===== config.mk =====
export PLATFORM = sky130hd
export DESIGN_NAME = ifid_skid_stage
export DESIGN_NICKNAME = d
export VERILOG_FILES = /design/src/rtl/ifid_pkg.sv /design/src/rtl/ifid_skid_fifo.sv /design/src/rtl/ifid_skid_stage.sv
export SDC_FILE = /design/constraint.sdc
export NUM_CORES = 1
export LEC_CHECK = 0
export ABC_AREA = 1
export CELL_PAD_IN_SITES_DETAIL_PLACEMENT = 1
export CELL_PAD_IN_SITES_GLOBAL_PLACEMENT = 2
export CORE_MARGIN = 8
export CORE_UTILIZATION = 35
export DETAILED_ROUTE_END_ITERATION = 12
export PLACE_DENSITY = 0.81
export SYNTH_ARGS = -nofsm -noshare
export SYNTH_HDL_FRONTEND = slang
export SYNTH_SLANG_ARGS = --single-unit

===== constraint.sdc =====
create_clock -name CLK -period 25.8 [get_ports CLK]
set_clock_uncertainty 0.1 [all_clocks]
set_input_delay 2.58 -clock CLK [delete_from_list [all_inputs] [get_ports CLK]]
set_output_delay 2.58 -clock CLK [all_outputs]
set_load 0.02 [all_outputs]

===== src/rtl/ifid_pkg.sv =====
// Shared IF->ID pipeline types: default widths, bundle struct, reset constant.
// Latency: n/a (types and constants only).
// Backpressure: n/a.
// Contents: IFID_* default widths, ifid_bundle_t, IFID_RESET_BUNDLE, ifid_ptr_w().
package ifid_pkg;

  localparam int IFID_LANES      = 1;
  localparam int IFID_DATA_W     = 32;
  localparam int IFID_ADDR_W     = 32;
  localparam int IFID_SKID_DEPTH = 2;
  localparam int IFID_CNT_W      = 16;

  // Bundle at default widths; parametrised modules build the same layout locally.
  typedef struct packed {
    logic [IFID_LANES*IFID_DATA_W-1:0] instr;
    logic [IFID_LANES-1:0]             lane_valid;
    logic [IFID_ADDR_W-1:0]            pc;
    logic [IFID_ADDR_W-1:0]            pc_plus4;
  } ifid_bundle_t;

  localparam ifid_bundle_t IFID_RESET_BUNDLE = '0;

  // Pointer width for a modulo-depth FIFO; a single-entry FIFO still needs one bit.
  function automatic int ifid_ptr_w(input int depth);
    return (depth > 1) ? $clog2(depth) : 1;
  endfunction

endpackage


===== src/rtl/ifid_skid_fifo.sv =====
// Skid FIFO holding fetch bundles that arrive while decode is stalled.
// Latency: push visible at head the cycle after; head is read combinationally.
// Backpressure: none internally; caller must not push when full or pop when empty.
// Ports: clk, reset (sync, high), push, pop, flush, din, dout (head), count.
module ifid_skid_fifo
  import ifid_pkg::*;
#(
  parameter int W     = 8,
  parameter int DEPTH = 2,
  localparam int CW   = $clog2(DEPTH + 1)
) (
  input  logic          clk,
  input  logic          reset,
  input  logic          push,
  input  logic          pop,
  input  logic          flush,
  input  logic [W-1:0]  din,
  output logic [W-1:0]  dout,
  output logic [CW-1:0] count
);

  localparam int PW = ifid_ptr_w(DEPTH);

  logic [W-1:0]  mem [DEPTH];
  logic [PW-1:0] rd_ptr;
  logic [PW-1:0] wr_ptr;

  // Pointers wrap at DEPTH with no extra lap bit; count alone tells full from empty.
  function automatic logic [PW-1:0] ptr_next(input logic [PW-1:0] p);
    return (p == PW'(DEPTH - 1)) ? '0 : p + 1'b1;
  endfunction

  always_ff @(posedge clk) begin
    if (reset || flush) begin
      rd_ptr <= '0;
      wr_ptr <= '0;
      count  <= '0;
    end else begin
      if (push) wr_ptr <= ptr_next(wr_ptr);
      if (pop)  rd_ptr <= ptr_next(rd_ptr);
      case ({push, pop})
        2'b10:   count <= count + CW'(1);
        2'b01:   count <= count - CW'(1);
        default: count <= count;
      endcase
    end
  end

  always_ff @(posedge clk) begin
    if (push && !flush && !reset) mem[wr_ptr] <= din;
  end

  assign dout = mem[rd_ptr];

endmodule


===== src/rtl/ifid_skid_stage.sv =====
// IF->ID pipeline register with skid FIFO, redirect flush and stall counter.
// Latency: 1 cycle when the skid is empty and decode is not stalled.
// Backpressure: in_ready = skid not full; in-flight bundles during STALL go to the skid.
// Ports: CLK, RESET (sync, high), FLUSH, STALL, in_valid/in_ready, Instr_*_IF in,
//        out_valid, Instr_*_OUT / Instr_PC_Plus4 out, skid_count, stall_cycles.
// Optional: define IFID_TRACE_EN for simulation trace prints (no logic change).
module ifid_skid_stage
  import ifid_pkg::*;
#(
  parameter int LANES      = IFID_LANES,
  parameter int DATA_W     = IFID_DATA_W,
  parameter int ADDR_W     = IFID_ADDR_W,
  parameter int SKID_DEPTH = IFID_SKID_DEPTH,
  parameter int CNT_W      = IFID_CNT_W,
  localparam int SCW       = $clog2(SKID_DEPTH + 1)
) (
  input  logic                    CLK,
  input  logic                    RESET,
  input  logic                    FLUSH,
  input  logic                    STALL,
  input  logic                    in_valid,
  output logic                    in_ready,
  input  logic [LANES*DATA_W-1:0] Instr_IF,
  input  logic [LANES-1:0]        Instr_lane_valid_IF,
  input  logic [ADDR_W-1:0]       Instr_PC_IF,
  input  logic [ADDR_W-1:0]       Instr_PC_Plus4_IF,
  output logic                    out_valid,
  output logic [LANES*DATA_W-1:0] Instr_OUT,
  output logic [LANES-1:0]        Instr_lane_valid_OUT,
  output logic [ADDR_W-1:0]       Instr_PC_OUT,
  output logic [ADDR_W-1:0]       Instr_PC_Plus4,
  output logic [SCW-1:0]          skid_count,
  output logic [CNT_W-1:0]        stall_cycles
);

  typedef struct packed {
    logic [LANES*DATA_W-1:0] instr;
    logic [LANES-1:0]        lane_valid;
    logic [ADDR_W-1:0]       pc;
    logic [ADDR_W-1:0]       pc_plus4;
  } bundle_t;

  bundle_t in_b;
  bundle_t head_b;
  bundle_t out_b;
  logic    accept;
  logic    keep;
  logic    skid_empty;
  logic    push;
  logic    pop;

  assign in_b = '{instr: Instr_IF, lane_valid: Instr_lane_valid_IF,
                  pc: Instr_PC_IF, pc_plus4: Instr_PC_Plus4_IF};

  // Depends only on the registered count, so no path from STALL/FLUSH to in_ready.
  assign in_ready   = (skid_count < SCW'(SKID_DEPTH));
  assign accept     = in_valid & in_ready;
  // An empty lane mask is consumed but carries nothing, so it is never stored.
  assign keep       = accept & (|Instr_lane_valid_IF);
  assign skid_empty = (skid_count == '0);
  // Bypass only when nothing older is queued; otherwise queue behind the head.
  assign push       = !FLUSH & keep & (STALL | !skid_empty);
  assign pop        = !FLUSH & !STALL & !skid_empty;

  ifid_skid_fifo #(
    .W     ($bits(bundle_t)),
    .DEPTH (SKID_DEPTH)
  ) u_skid (
    .clk   (CLK),
    .reset (RESET),
    .push  (push),
    .pop   (pop),
    .flush (FLUSH),
    .din   (in_b),
    .dout  (head_b),
    .count (skid_count)
  );

  always_ff @(posedge CLK) begin
    if (RESET) begin
      out_valid    <= 1'b0;
      out_b        <= '0;
      stall_cycles <= '0;
    end else if (FLUSH) begin
      out_valid <= 1'b0;
    end else begin
      if (STALL && out_valid && (stall_cycles != '1)) stall_cycles <= stall_cycles + 1'b1;
      if (!STALL) begin
        if (!skid_empty) begin
          out_b     <= head_b;
          out_valid <= 1'b1;
        end else if (keep) begin
          out_b     <= in_b;
          out_valid <= 1'b1;
        end else begin
          out_valid <= 1'b0;
        end
      end
    end
  end

  assign Instr_OUT            = out_b.instr;
  assign Instr_lane_valid_OUT = out_b.lane_valid;
  assign Instr_PC_OUT         = out_b.pc;
  assign Instr_PC_Plus4       = out_b.pc_plus4;

`ifdef IFID_TRACE_EN
  always_ff @(posedge CLK) begin
    if (!RESET) begin
      if (FLUSH) begin
        $display("ifid: flush dropped %0d", int'(skid_count) + int'(keep));
      end else begin
        if (!STALL && !skid_empty)
          $display("ifid: load pc=%h bundle=%h next=%h src=skid",
                   head_b.pc, head_b.instr, head_b.pc_plus4);
        else if (!STALL && keep)
          $display("ifid: load pc=%h bundle=%h next=%h src=bypass",
                   in_b.pc, in_b.instr, in_b.pc_plus4);
        if (STALL && keep)
          $display("ifid: stalling pc=%h skid_count=%0d", in_b.pc, skid_count);
      end
    end
  end
`endif

endmodule


==> metrics, run 1 <==
status=completed; initial core utilization=0.354; Mapped Area=0.0129 mm2; Comb pwr share=0.063; share of cells above drive strength 1=0.0479; initial antenna violation count=6; Die X=208 um; Filler cells=4135; DRT Wirelength=~37000 um; RSZ-0062 raised after global routing=no; post-synthesis area per instance=9.36 um2; fmax=roughly 200 MHz; largest net degree at the start of global routing=109; # Post-CTS Setup Buffers=0; clock power share=0.439; Worst-path clk slew=60 ps; Syn Inst Count=about 1.4k; total negative slack=0 ps; area delta synth->final=27.6%; CP Data Required Time=25830 ps; Cell Pwr Density=~66 mW/mm2; Worst Hold Class=flip-flop to flip-flop; Pleak=a little under 6 nW; Die Span Y=208 um; vias in the first global route=10.7k; critical path type=input port to flip-flop; final hold vios=0; CTS resizes=0; Via Count=9985; post-synthesis register bit count=approximately 310; Reg power frac=0.499; P_int=844 uW; TritonRoute pass-1 iters=4; root buf cell=clkbuf_16; portion of netlist area occupied by mux cells=0; XOR/XNOR Fraction of Synth Area=0.00203; post-DP HPWL=22900 um; GRT Overall Usage=0.167; Yosys cell types=24; Tot Pwr=~1.1 mW; sequential cell area=0.00821 mm2; WP data arrival=5150 ps; # DRC=0; CTS tree=yes; Final Instance Count excl. Fillers=2056; port bufs=218; most frequent cells in the layout=255 x nand2_1, 217 x clkdlybuf4s50_1, 199 x a21oi_1; routed len/inst=roughly 18 um; total gr overflow=0; vias per inst=between 4 and 5; switching pwr=around 240 uW; I/O pins=219; simple-gate portion of the synthesized area=0.168; clock buffer depth=3; Placer Congestion=about 0.75; Slew @ Worst Pin=943 ps; maximum vdd drop=0.0330 mV; worst-skew pair later-pin latency=500 ps; Compound-Gate Fraction of Synth Area=0.118; Cell Rows=70; register area share after synthesis=0.636; commonest non-fill, non-tap cell in the layout=nand2_1; htree depth=2; global-route wire length before repair=about 59000 um; maxcap violations=0; CP Capture Type=flip-flop; final period utilization=0.199; area of the multi-input gates=0.00377 mm2; ANT nets after route=0; CTS Buf Count=36; Startpoint Class=input port; Syn Nets=1484; Synth Warn #=0; # nets final=1663; Post-CTS Hold Buffers=0; placed cells=approximately 2.0k; core area=roughly 0.036 mm2; main combinational cell family by area after synthesis=simple AND/OR/NAND/NOR gates; crit path time final=approximately 5100 ps; critical path peak fanout=53; final setup vio count=0; First DRT Iteration DRCs=314; CTS Sinks=313; DIE AREA=0.0433 mm2; Rel. slew slack=0.371; switching share of power=0.220; adder-cell share of the synthesized area=0.00194; Pins Over Slew Limit=0
-- registers in the layout, indices dropped and copies added, names as in the netlist, named ones only --
register / cells
stall_cycles: 16
u_skid.rd_ptr: 1
Instr_lane_valid_OUT: 1
u_skid.wr_ptr: 1
Instr_PC_Plus4: 32
Instr_PC_OUT: 32
Instr_OUT: 32
u_skid.mem: 194
out_valid: 1
u_skid.count: 2
-- layout make-up --
class                      instances  share of cell area
clock inverter                    16             0.00501
multi-input combinational        836               0.229
sequential                       313               0.498
antenna                            1            0.000152
tap                              468              0.0355
timing repair buffer             229               0.137
inverter                         143              0.0327
clock buffer                      50              0.0623
-- layer usage --
layer	global-route usage	wire, um	up-vias
met5	0	77	-
met4	0.0348	570	12
met3	0.0374	1610	53
met2	0.299	18300	164
met1	0.203	16400	4809
li1	-	-	4947
-- cell usage after synthesis --
master / instances / area (um2)
nand2_4: 2 / 22.5
buf_4: 8 / 60.1
or2_2: 1 / 6.26
clkbuf_1: 36 / 135
nand2_2: 1 / 6.26
nand2_1: 255 / 957
xor2_1: 3 / 26.3
a21oi_1: 199 / 996
buf_2: 37 / 185
nand4_1: 2 / 12.5
buf_6: 2 / 22.5
inv_1: 139 / 522
nand3_1: 120 / 601
nor2_2: 2 / 12.5
o21ai_0: 103 / 515
and2_1: 1 / 6.26
nor2_1: 141 / 529
nor3_1: 3 / 15.0
o21ai_4: 1 / 16.3
inv_2: 4 / 15.0
edfxtp_1: 194 / 5830
buf_1: 5 / 18.8
ha_1: 2 / 25.0
dfxtp_1: 119 / 2380
-- critical path, cell delays in order --
cell             delay [ps]
clkdlybuf4s50_1         560
nor2_1                  310
inv_1                   140
nor3_2                  170
buf_4                   560
buf_4                   740
-- cell families (layout without fill, tap and decap cells) --
group / Yosys count / in the layout
AND/OR/NAND/NOR: 528 / 528
flip-flops: 313 / 313
AO/OA/AOI/OAI: 303 / 303
buffers and inverters: 231 / 438
XOR/XNOR: 3 / 3
adder cells (fa/ha/maj): 2 / 2
other: 0 / 1
-- path summary, 6_finish.rpt --
check | endpoint | slack (ps) | from | cells past startpoint
setup / recovery | u_skid.mem[0][57]$_DFFE_PP_ | 20680 | FLUSH | 6
hold / removal | Instr_OUT[15]$_SDFFE_PP0P_ | 360 | Instr_OUT[15]$_SDFFE_PP0P_ | 2
setup reg to reg | u_skid.mem[0][57]$_DFFE_PP_ | 22370 | u_skid.count[1]$_SDFFE_PP0P_ | 6
hold reg to reg | Instr_OUT[15]$_SDFFE_PP0P_ | 360 | Instr_OUT[15]$_SDFFE_PP0P_ | 2
-- metrics by stage --
step	setup WS (ps)	instance area (um2)	util	hold WS, ps
floorplan	15430	12900	-	347
global placement	20130	15400	0.422	351
detailed placement	20120	15400	0.422	356
CTS	20660	16500	0.452	365
global route	20450	16500	0.452	384
finish	20680	16500	0.452	362
-- power by group through the flow --
stage                     Combinational [mW]  Clock [mW]  Sequential (mW)
after floorplan                       0.0265           0            0.555
after global placement                0.0679           0            0.550
after detailed placement              0.0689           0            0.551
after CTS                             0.0694       0.491            0.540
after global routing                  0.0743       0.508            0.540
final                                 0.0680       0.475            0.540
No activity file was read; power rests on OpenSTA's default activity.
==> inputs of run 2 (changes only) <==
- CORE_UTILIZATION: 35 -> 33
- PLACE_DENSITY: 0.81 -> 0.77
- clock period: 25.8 -> 5.15 ns (I/O delays scaled with it)
==> metrics, run 2 (same netlist as run 1, synthesis figures left out) <==
Placer Congestion=0.744; CTS Buf Count=39; maximum vdd drop=0.243 mV; GRT Overall Usage=0.163; share of cells above drive strength 1=0.0508; Worst Hold Class=flip-flop to flip-flop; DIE AREA=0.0457 mm2; WP buf/inv=3; CTS Sinks=313; vias in the first global route=around 11k; Final Cell Area=0.0167 mm2; total negative slack=0 ps; # DRC=0; final hold vios=0; Tot Pwr=5.65 mW; initial antenna violation count=7; ANT nets after route=0; post-DP HPWL=23000 um; Top reg by flops=u_skid.mem; max FFs per register=194; critical path peak fanout=107; # Post-CTS Setup Buffers=0; RSZ-0062 raised after global routing=no; critical path type=flip-flop to flip-flop; Cell Chain, Critical Path=inv_2 -> nand2_8 -> nand2_2 -> o21ai_4 -> buf_4 -> buf_4 -> nand3_1 -> a21oi_1; Die X=214 um; Via Count=10.1k; most frequent cells in the layout=255 x nand2_1, 217 x clkdlybuf4s50_1, 199 x a21oi_1; htree depth=2; initial core utilization=0.334; root buf cell=clkbuf_16; HP Start=Instr_PC_Plus4[21]$_SDFFE_PP0P_; final period utilization=0.604; Pins Over Slew Limit=0; most used cell, CP=buf_4; TritonRoute pass-1 iters=4; Cell Rows=72; area delta synth->final=29.2%; CP Launch Point=u_skid.count[0]$_SDFFE_PP0P_; Slew @ Worst Pin=995 ps; worst-skew pair later-pin latency=roughly 520 ps; Slowest-stage cell, CP=buf_4; Post-CTS Hold Buffers=0; maxcap violations=0; Worst-path clk slew=~60 ps; final setup vio count=0; clock buffer depth=3; placed cells=2040; largest net degree at the start of global routing=~110; crit path time final=3110 ps; CTS resizes=0; Final Instance Count excl. Fillers=2112; CP peak stage delay=710 ps; WP data arrival=about 3500 ps; commonest non-fill, non-tap cell in the layout=nand2_1; Die Span Y=approximately 210 um; placed instance area=0.0154 mm2; CP Capture Type=flip-flop; # nets final=1667; final hold slack=365 ps; CP Data Required Time=5500 ps; CTS tree=yes; First DRT Iteration DRCs=412; routed len/inst=17.7 um; total gr overflow=0; fmax=321 MHz; Cell Pwr Density=339 mW/mm2; port bufs=218; status=completed; Worst R2R Start=u_skid.count[0]$_SDFFE_PP0P_; global-route wire length before repair=58900 um; Rel. slew slack=0.330; CP top delay family=buffers and inverters; Pleak=5.86 nW; Startpoint Class=flip-flop; I/O pins=219; DRT Wirelength=37300 um; vias per inst=4.76; core area=0.0386 mm2
-- run 2: cell types whose count changed in the layout (fill, tap and decap cells not counted), moves of 2 or more --
cell       change
clkbuf_1       +6
clkbuf_16      +3
clkinv_1       -5
clkbuf_8       +6
nor3_4         +2
nor3_2         -2
clkinv_2       -4
-- run 2: layer usage --
| layer | track usage | up-vias | part of all wire |
|---|---|---|---|
| met4 | 0.0461 | 12 | 0.021 |
| met5 | 0 | - | 0.0020 |
| met2 | 0.290 | 166 | 0.49 |
| li1 | - | 4962 | - |
| met1 | 0.194 | 4851 | 0.43 |
| met3 | 0.0399 | 64 | 0.052 |
-- run 2: cell type report --
type                       count  area [um2]
clock inverter                 6        27.5
sequential                   313        8210
fill                        4373       22000
clock buffer                  65        1210
timing repair buffer         230        2270
tap                          518         648
multi-input combinational    836        3780
antenna                        1        2.50
inverter                     143         539
-- run 2: through the flow --
stage          utilization  setup WS (ps)
2_1_floorplan            -           -295
4_1_cts              0.432           1980
3_5_place_dp         0.400           1910
6_report             0.432           2040
3_3_place_gp         0.400           2000
5_1_grt              0.432           1740
-- run 2: path summary, 6_finish.rpt --
| check | end | slack, ps | depth (start not counted) |
|---|---|---|---|
| setup reg to reg | Instr_lane_valid_OUT$_SDFFE_PP0P_ | 2040 | 8 |
| setup / recovery | Instr_lane_valid_OUT$_SDFFE_PP0P_ | 2040 | 8 |
| hold / removal | Instr_PC_Plus4[21]$_SDFFE_PP0P_ | 370 | 2 |
| hold reg to reg | Instr_PC_Plus4[21]$_SDFFE_PP0P_ | 370 | 2 |
-- run 2: power breakdown --
group | internal (mW) | switching (mW) | leakage [nW]
registers | 2.69 | 0.0165 | 2.71
logic | 0.148 | 0.188 | 2.54
clock network | 1.59 | 1.02 | 0.606
-- run 2: worst min-delay path: stages, from the launching register on --
cell	delay [ps]
dfxtp_1	300
nand2_1	60
a21oi_1	50
==> inputs of run 3 (changes only) <==
- CORE_UTILIZATION: 33 -> 29
- PLACE_DENSITY: 0.77 -> 0.72
- clock period: 5.15 -> 2.58 ns (I/O delays scaled with it)
==> metrics, run 3 (same netlist as run 1, synthesis figures left out) <==
port bufs=218; CTS Sinks=between 300 and 400; Slew @ Worst Pin=1020 ps; worst-skew pair later-pin latency=540 ps; R2R cell count=6; Placer Congestion=0.736; vias in the first global route=10.4k; Rel. slew slack=0.322; WP data arrival=1650 ps; TritonRoute pass-1 iters=4; crit path time final=2010 ps; # DRC=0; critical path type=flip-flop to output port; htree depth=2; critical path peak fanout=6; Pins Over Slew Limit=0; Cell Rows=77; most frequent cells in the layout=255 x nand2_1, 217 x clkdlybuf4s50_1, 199 x a21oi_1; Cell Pwr Density=659 mW/mm2; GRT Overall Usage=0.148; Via Count=9998; final hold slack=230 ps; RSZ-0062 raised after global routing=no; maximum vdd drop=0.381 mV; Final WS setup=567 ps; Slowest-stage cell, CP=clkdlybuf4s50_1; status=completed; maxcap violations=0; HP Start=Instr_PC_Plus4_IF[23]; WP buf/inv=1; Pleak=5.99 nW; placed cells=about 2.1k; Filler cells=approximately 5.1k; CP Data Required Time=2220 ps; area of the multi-input gates=0.00379 mm2; CTS tree=yes; initial antenna violation count=4; total gr overflow=0; max FFs per register=194; clock buffer depth=3; Top reg by flops=u_skid.mem; final hold vios=0; worst slack, placed=114 ps; largest net degree at the start of global routing=105; final period utilization=0.780; Startpoint Class=flip-flop; Worst R2R End=u_skid.mem[0][19]$_DFFE_PP_; DIE AREA=0.0515 mm2; global-route wire length before repair=59800 um; Die X=227 um; final setup vio count=0; vias per inst=4.54; Final Instance Count excl. Fillers=2203; Die Span Y=~230 um; CTS Buf Count=38; fmax=about 500 MHz; DRT Wirelength=38600 um; I/O pins=219; CP top delay family=buffers and inverters; root buf cell=clkbuf_16; Worst Hold Endpoint=u_skid.mem[1][23]$_DFFE_PP_; Tot Pwr=~11 mW; CP peak stage delay=660 ps; post-DP HPWL=~24000 um; r2r setup slk=about 600 ps; commonest non-fill, non-tap cell in the layout=nand2_1; share of cells above drive strength 1=0.0652; # Post-CTS Setup Buffers=0; ANT nets after route=0; sequential cell area=0.00822 mm2; routed len/inst=17.5 um; CP Capture Type=output port; First DRT Iteration DRCs=396; Worst-path clk slew=roughly 60 ps; Worst R2R Start=u_skid.count[0]$_SDFFE_PP0P_; Worst Hold Class=input port to flip-flop; Cell Chain, Critical Path=clkdlybuf4s50_1; initial core utilization=0.293; core area=0.0441 mm2; hold depth=1; area delta synth->final=32.3%; # nets final=1685; Post-Route Utilization=0.387
[run 3: power by group]
group	switching, mW	internal, mW	total, mW
registers	0.0288	5.37	5.40
logic	0.398	0.318	0.715
clock network	2.12	3.03	5.15
total	2.54	8.72	11.3
[run 3: worst max-delay path by stage]
stage / start / depth (start not counted) / slack, ps / end
2_1_floorplan: u_skid.count[1]$_SDFFE_PP0P_ / 5 / -1060 / u_skid.mem[0][0]$_DFFE_PP_
3_3_place_gp: Instr_lane_valid_IF / 10 / 90 / u_skid.count[1]$_SDFFE_PP0P_
3_5_place_dp: Instr_lane_valid_IF / 7 / 110 / u_skid.mem[0][12]$_DFFE_PP_
4_1_cts: stall_cycles[10]$_SDFFE_PP0P_ / 1 / 510 / stall_cycles[10]
5_1_grt: stall_cycles[0]$_SDFFE_PP0P_ / 10 / 350 / stall_cycles[0]$_SDFFE_PP0P_
6_report: stall_cycles[10]$_SDFFE_PP0P_ / 1 / 570 / stall_cycles[10]
[run 3: through the flow]
stage               cell area, um2  TNS, ps
floorplan                    13000  -200290
global placement             15900        0
detailed placement           15900        0
CTS                          17100        0
global route                 17100        0
finish                       17100        0
[run 3: layer usage]
layer,share of wire,up-vias,track usage
met1,0.44,4787,0.184
met4,0.018,6,0.0350
met2,0.49,156,0.254
met5,0.00091,-,0
met3,0.050,59,0.0393
li1,-,4990,-
[run 3: timing repair]
action,4_1_cts,5_1_grt
resized for setup,0,0
hold buffers,1,0
setup endpoints to repair,0,0
endpoints found under the hold margin,2,0
[run 3: layout make-up]
| cell class | instances | share of cell area |
|---|---|---|
| Antenna cell | 1 | 0.000146 |
| Clock buffer | 50 | 0.0607 |
| Clock inverter | 19 | 0.00871 |
| Inverter | 143 | 0.0319 |
| Multi-Input combinational cell | 836 | 0.222 |
| Sequential cell | 313 | 0.481 |
| Tap cell | 592 | 0.0433 |
| Timing Repair Buffer | 249 | 0.152 |
